===== src/rtl/mem_dma_if.sv =====
// Command and memory-port signals of the block-transfer initiator.
// master = the DMA engine; slave = whoever issues commands and hosts the memory.
interface mem_dma_if #(
    parameter int unsigned ADDR_W = 6,
    parameter int unsigned DATA_W = 32,
    parameter int unsigned LEN_W  = ADDR_W + 1
);
    logic              start;
    logic              mode;
    logic [ADDR_W-1:0] src_addr;
    logic [ADDR_W-1:0] dst_addr;
    logic [LEN_W-1:0]  len;
    logic [DATA_W-1:0] fill_data;
    logic              busy;
    logic              done;
    logic [ADDR_W-1:0] mem_addr;
    logic              mem_write_en;
    logic [DATA_W-1:0] mem_write_data;
    logic [DATA_W-1:0] mem_read_data;

    modport master (
        input  start, mode, src_addr, dst_addr, len, fill_data, mem_read_data,
        output busy, done, mem_addr, mem_write_en, mem_write_data
    );

    modport slave (
        output start, mode, src_addr, dst_addr, len, fill_data, mem_read_data,
        input  busy, done, mem_addr, mem_write_en, mem_write_data
    );
endinterface


===== src/rtl/mem_dma.sv =====
// Block-transfer initiator for the single-port data memory: COPY a region
// word by word (read cycle, then write cycle) or FILL a region with a constant.
module mem_dma #(
    parameter int unsigned ADDR_W = 6,
    parameter int unsigned DATA_W = 32,
    parameter int unsigned LEN_W  = ADDR_W + 1
) (
    input  logic      clk,
    input  logic      rst_n,
    mem_dma_if.master bus
);
    typedef enum logic [1:0] {IDLE, RD, WR, DONE} state_t;

    state_t            state;
    logic              mode_q;
    logic [LEN_W-1:0]  len_q;
    logic [LEN_W-1:0]  count;
    logic [ADDR_W-1:0] src_ptr;
    logic [ADDR_W-1:0] dst_ptr;
    logic              busy_q;
    logic              done_q;
    logic [ADDR_W-1:0] addr_q;
    logic              we_q;
    // Write-data register doubles as the copy buffer and the latched fill constant.
    logic [DATA_W-1:0] wdata_q;

    logic [LEN_W-1:0]  count_nxt;

    // Words completed after the write currently on the bus.
    assign count_nxt = count + LEN_W'(1);

    // Command FSM; every output is set one edge ahead so it is registered.
    always_ff @(posedge clk or negedge rst_n) begin
        if (!rst_n) begin
            state   <= IDLE;
            mode_q  <= 1'b0;
            len_q   <= '0;
            count   <= '0;
            src_ptr <= '0;
            dst_ptr <= '0;
            busy_q  <= 1'b0;
            done_q  <= 1'b0;
            addr_q  <= '0;
            we_q    <= 1'b0;
            wdata_q <= '0;
        end else begin
            done_q <= 1'b0;
            unique case (state)
                IDLE: begin
                    if (bus.start) begin
                        mode_q  <= bus.mode;
                        len_q   <= bus.len;
                        src_ptr <= bus.src_addr;
                        dst_ptr <= bus.dst_addr;
                        count   <= '0;
                        if (bus.len == '0) begin
                            state  <= DONE;
                            done_q <= 1'b1;
                        end else if (!bus.mode) begin
                            state  <= RD;
                            busy_q <= 1'b1;
                            addr_q <= bus.src_addr;
                        end else begin
                            state   <= WR;
                            busy_q  <= 1'b1;
                            addr_q  <= bus.dst_addr;
                            we_q    <= 1'b1;
                            wdata_q <= bus.fill_data;
                        end
                    end
                end
                RD: begin
                    state   <= WR;
                    addr_q  <= dst_ptr;
                    we_q    <= 1'b1;
                    wdata_q <= bus.mem_read_data;
                end
                WR: begin
                    count   <= count_nxt;
                    src_ptr <= src_ptr + ADDR_W'(1);
                    dst_ptr <= dst_ptr + ADDR_W'(1);
                    if (count_nxt == len_q) begin
                        state   <= DONE;
                        busy_q  <= 1'b0;
                        done_q  <= 1'b1;
                        addr_q  <= '0;
                        we_q    <= 1'b0;
                        wdata_q <= '0;
                    end else if (!mode_q) begin
                        state   <= RD;
                        addr_q  <= src_ptr + ADDR_W'(1);
                        we_q    <= 1'b0;
                        wdata_q <= '0;
                    end else begin
                        // FILL keeps strobe and constant, only the address advances.
                        addr_q <= dst_ptr + ADDR_W'(1);
                    end
                end
                DONE: begin
                    state <= IDLE;
                end
                default: begin
                    state <= IDLE;
                end
            endcase
        end
    end

    assign bus.busy           = busy_q;
    assign bus.done           = done_q;
    assign bus.mem_addr       = addr_q;
    assign bus.mem_write_en   = we_q;
    assign bus.mem_write_data = wdata_q;
endmodule


===== src/flat_wrapper.sv =====
// flat-port wrapper written by rule: the top's interface ports become plain ports
module mem_dma_flat 
#(
    parameter int unsigned ADDR_W = 6,
    parameter int unsigned DATA_W = 32,
    parameter int unsigned LEN_W  = ADDR_W + 1
)
  (clk, rst_n, bus_start, bus_mode, bus_src_addr, bus_dst_addr, bus_len, bus_fill_data, bus_mem_read_data, bus_busy, bus_done, bus_mem_addr, bus_mem_write_en, bus_mem_write_data);
  mem_dma_if #(.ADDR_W(ADDR_W), .DATA_W(DATA_W), .LEN_W(LEN_W)) bus_i ();
  input  logic clk;
  input  logic rst_n;
  input wire logic [$bits(bus_i.start)-1:0] bus_start;
  input wire logic [$bits(bus_i.mode)-1:0] bus_mode;
  input wire logic [$bits(bus_i.src_addr)-1:0] bus_src_addr;
  input wire logic [$bits(bus_i.dst_addr)-1:0] bus_dst_addr;
  input wire logic [$bits(bus_i.len)-1:0] bus_len;
  input wire logic [$bits(bus_i.fill_data)-1:0] bus_fill_data;
  input wire logic [$bits(bus_i.mem_read_data)-1:0] bus_mem_read_data;
  output wire logic [$bits(bus_i.busy)-1:0] bus_busy;
  output wire logic [$bits(bus_i.done)-1:0] bus_done;
  output wire logic [$bits(bus_i.mem_addr)-1:0] bus_mem_addr;
  output wire logic [$bits(bus_i.mem_write_en)-1:0] bus_mem_write_en;
  output wire logic [$bits(bus_i.mem_write_data)-1:0] bus_mem_write_data;
  assign bus_i.start = bus_start;
  assign bus_i.mode = bus_mode;
  assign bus_i.src_addr = bus_src_addr;
  assign bus_i.dst_addr = bus_dst_addr;
  assign bus_i.len = bus_len;
  assign bus_i.fill_data = bus_fill_data;
  assign bus_i.mem_read_data = bus_mem_read_data;
  assign bus_busy = bus_i.busy;
  assign bus_done = bus_i.done;
  assign bus_mem_addr = bus_i.mem_addr;
  assign bus_mem_write_en = bus_i.mem_write_en;
  assign bus_mem_write_data = bus_i.mem_write_data;
  mem_dma #(.ADDR_W(ADDR_W), .DATA_W(DATA_W), .LEN_W(LEN_W)) u_core (.clk(clk), .rst_n(rst_n), .bus(bus_i));
endmodule

===== config.mk =====
export PLATFORM = sky130hd
export DESIGN_NAME = mem_dma_flat
export DESIGN_NICKNAME = d
export VERILOG_FILES = /design/src/rtl/mem_dma_if.sv /design/src/rtl/mem_dma.sv /design/src/flat_wrapper.sv
export SDC_FILE = /design/constraint.sdc
export NUM_CORES = 1
export LEC_CHECK = 0
export ABC_CLOCK_PERIOD_IN_PS = 3200
export BUFFER_PORTS_ARGS = -buffer_cell sky130_fd_sc_hd__buf_2
export CAP_MARGIN = 15
export CELL_PAD_IN_SITES_DETAIL_PLACEMENT = 0
export CELL_PAD_IN_SITES_GLOBAL_PLACEMENT = 1
export CORE_MARGIN = 5
export CORE_UTILIZATION = 30
export CTS_BUF_LIST = sky130_fd_sc_hd__clkbuf_4 sky130_fd_sc_hd__clkbuf_8 sky130_fd_sc_hd__clkbuf_16
export DETAILED_ROUTE_END_ITERATION = 8
export PLACE_DENSITY = 0.76
export SLEW_MARGIN = 30
export SYNTH_ARGS = -nofsm -noshare
export SYNTH_HDL_FRONTEND = slang
export SYNTH_SLANG_ARGS = --single-unit

===== constraint.sdc =====
create_clock -name clk -period 3.2 [get_ports clk]
set_clock_uncertainty 0.2 [all_clocks]
set_input_delay 0.64 -clock clk [delete_from_list [all_inputs] [get_ports clk]]
set_output_delay 0.64 -clock clk [all_outputs]
set_load 0.005 [all_outputs]

==> summary.md <==
| Metric | Value |
|---|---|
| Share of layout cells above drive strength 1 | `34.6%` |
| Worst hold path type | `in -> async` |
| Minimum clock period | `2.81 ns` |
| Leakage power total | `2.61 nW` |
| CTS sink cnt | `70` |
| R2r endpoint | `u_core.bus.mem_write_data[22]` |
| Seq/Total Area, Yosys | `41.5%` |
| Finished Layout Cells | `746` |
| Postcts setup bufs | `0` |
| Count of pins over their slew limit | `0` |
| Relative slew slack | `56.6%` |
| Crit-path max FO | `18` |
| Setup violators final | `0` |
| Most numerous cell in the Yosys netlist | `dfrtp_1` |
| Largest net degree at the start of global routing | `63` |
| Final Instance Area | `5330 sq um` |
| Mean routed wirelength per cell | `15.0 um` |
| Final period util | `88.0%` |
| Worst path max stage delay | `0.56 ns` |
| Avg Cell Area, Syn | `9.47 sq um` |
| Dominant synthesized flop cell | `dfrtp_1` |
| Syn Inst Count | `446` |
| Setup TNS | `0 ns` |
| Vias per cell | `4.82` |
| Top cells by area, synth | `dfrtp_1, mux2_4, o21ai_0` |
| Net Count, Synth | `540` |
| Slowest CP cell | `o21bai_4` |
| Antenna Nets Post-Route | `0` |
| Final hold vios | `0` |
| Post-CTS resize count | `0` |
| Clock transition at the registers of the reported paths | `0.06 ns` |
| Dpl hpwl | `8310 um` |
| EDFF count, synth | `0` |
| Initial antenna violation count | `0` |
| Critical path launch point type | `flip-flop` |
| First-pass GRT wire length | `18000 um` |
| Site Rows | `43` |
| #FFs+latches synth | `70` |
| Clock Tree Buf Depth | `2` |
| CTS tree | `done` |
| Worst-Margin Slew | `0.649 ns` |
| Fmax | `355 MHz` |
| DRC | `0` |
| Area leader, netlist | `dfrtp_1` |
| WP data required | `3.21 ns` |
| Flop-to-flop setup slack | `0.39 ns` |
| VDD IR max | `536 uV` |
| Status | `completed` |
| Dpl cells | `730` |
| Clock buffer count from CTS | `9` |
| Post-Route WL | `11200 um` |
| Placement-stage cell area | `5030 sq um` |
| Die area | `16600 sq um` |
| Clock Latency Late Sink | `0.34 ns` |
| CP cell instances | `ha_1, and3_2, xnor2_1, nor4_4, o21bai_4, buf_12, mux2_4` |
| Share of the synthesized area in the top cell type | `41.5%` |
| Setup Crit Path Kind | `reg -> reg` |
| Worst r2r src | `u_core.count[0]` |
| Die span in y | `129 um` |
| RSZ-0062 raised after global routing | `false` |
| Gr ovfl total | `0` |
| Mapped Area | `4230 sq um` |
| Ys async rst share | `100%` |
| CTS H-tree lvls | `3` |
| YS warnings | `0` |
| Initial Util | `30.6%` |
| FF-to-FF path depth | `7` |
| CP endpoint kind | `flip-flop` |
| Cts hold-fix bufs | `0` |
| Hold_ws | `0.117 ns` |
| Initial drt markers | `198` |
| Root Buffer | `clkbuf_16` |
| Count of input and output buffers | `127` |
| Most common library cells after synthesis | `dfrtp_1, o21ai_0, nand3_1` |
| Io pins | `128` |
| Core footprint | `13800 sq um` |
| All-layer global routing usage | `13.5%` |
| Distinct cells, synth | `42` |
| N_diodes | `0` |
| Cell Pwr Density | `1010 nW/um^2` |
| Area Growth Syn to Fin | `26.1%` |
| Nets | `655` |
| Pwr Total | `5.40 mW` |
| Die W | `129 um` |
| MaxCap Viol Count | `0` |
| Via count | `3593` |
| Vias in the first global route | `3527` |
| GPL Wtd Cong | `0.928` |
| Fill count | `1384` |
| WP data arrival | `2.83 ns` |
| Drt pass-1 iters | `4` |
critical path: cells and delay by family, from the launching register on:
family / cells / cell delay (ns)
simple gates: 2 / 0.33
buf+inv: 1 / 0.27
fa+ha+maj: 1 / 0.29
xor+xnor: 1 / 0.28
compound gates: 1 / 0.56
flops: 1 / 0.44
mux: 1 / 0.32
per-stage QoR:
step | util, % | setup slack, ns
after floorplan | - | 0.869
after global placement | 36.4 | 0.483
after detailed placement | 36.4 | 0.382
after CTS | 38.4 | 0.360
after global routing | 38.5 | 0.250
final | 38.5 | 0.386
cells by family (layout without fill, tap and decap cells):
kind of cell / count (synthesis) / count (layout) / synth area share [%]
simple gates: 114 / 114 / 13.5
compound gates: 112 / 112 / 16.1
buf+inv: 74 / 194 / 7.28
flops: 70 / 70 / 41.5
mux: 49 / 49 / 15.5
xor+xnor: 20 / 20 / 4.15
fa+ha+maj: 7 / 7 / 2.07
cell usage in the layout (no fill, tap or decap), types with 3 or more instances in the layout:
master	netlist	layout
mux2_2	10	10
nand3_1	45	45
a31oi_1	11	11
xor2_1	3	3
o21ai_0	49	49
inv_1	43	43
dfrtp_1	70	70
buf_4	0	6
nor2b_1	8	8
clkbuf_4	0	5
a22o_1	3	3
xnor2_1	17	17
o22ai_1	4	4
mux2_4	30	30
nor2_1	18	18
mux2i_1	9	9
a21oi_1	17	17
buf_2	0	127
a211oi_1	10	10
o22a_1	4	4
ha_1	7	6
o31ai_1	4	4
nand2_1	23	23
and3_1	7	7
clkbuf_16	0	9
where the power goes:
group	leakage [nW]	switching, mW	internal (mW)
Combinational	1.61	1.43	1.43
Clock	0.145	0.352	0.588
Sequential	0.857	0.318	1.29
Total	2.61	2.10	3.31
routing by layer:
metal / GRT usage (%) / wire [um] / vias to the layer above
li1: - / - / 1790
met3: 3.99 / 1030 / 13
met5: 0 / 0 / -
met2: 20.9 / 4540 / 133
met4: 4.39 / 219 / 0
met1: 18.1 / 5360 / 1657
registers in the layout, indices dropped and copies added (netlist names):
| name | flops |
|---|---|
| u_core.bus.mem_write_data | 32 |
| u_core.bus.mem_addr | 6 |
| u_core.len_q | 7 |
| u_core.bus.busy | 1 |
| u_core.bus.done | 1 |
| u_core.state | 2 |
| u_core.src_ptr | 6 |
| u_core.bus.mem_write_en | 1 |
| u_core.mode_q | 1 |
| u_core.dst_ptr | 6 |
| u_core.count | 7 |
layout make-up:
| type | count | area, sq um | area share, % |
|---|---|---|---|
| clock buffers | 15 | 277 | 5.19 |
| clock inverters | 1 | 5.00 | 0.0940 |
| inverters | 43 | 161 | 3.03 |
| multi-input cells | 302 | 2190 | 41.0 |
| flip-flops and latches | 70 | 1750 | 32.9 |
| well taps | 180 | 225 | 4.23 |
| repair buffers | 135 | 721 | 13.5 |
worst max-delay path by stage:
| stage | start | to | slack, ns | depth (start not counted) |
|---|---|---|---|---|
| 2_1_floorplan | u_core.count[0] | u_core.bus.mem_write_data[0] | 0.87 | 7 |
| 3_3_place_gp | u_core.count[0] | u_core.bus.mem_write_data[25] | 0.48 | 7 |
| 3_5_place_dp | u_core.count[0] | u_core.bus.mem_write_data[26] | 0.38 | 7 |
| 4_1_cts | u_core.count[0] | u_core.bus.mem_write_data[26] | 0.36 | 7 |
| 5_1_grt | u_core.count[0] | u_core.bus.mem_write_data[26] | 0.25 | 7 |
| 6_report | u_core.count[0] | u_core.bus.mem_write_data[22] | 0.39 | 7 |
Power figures use the tool's default switching activity.
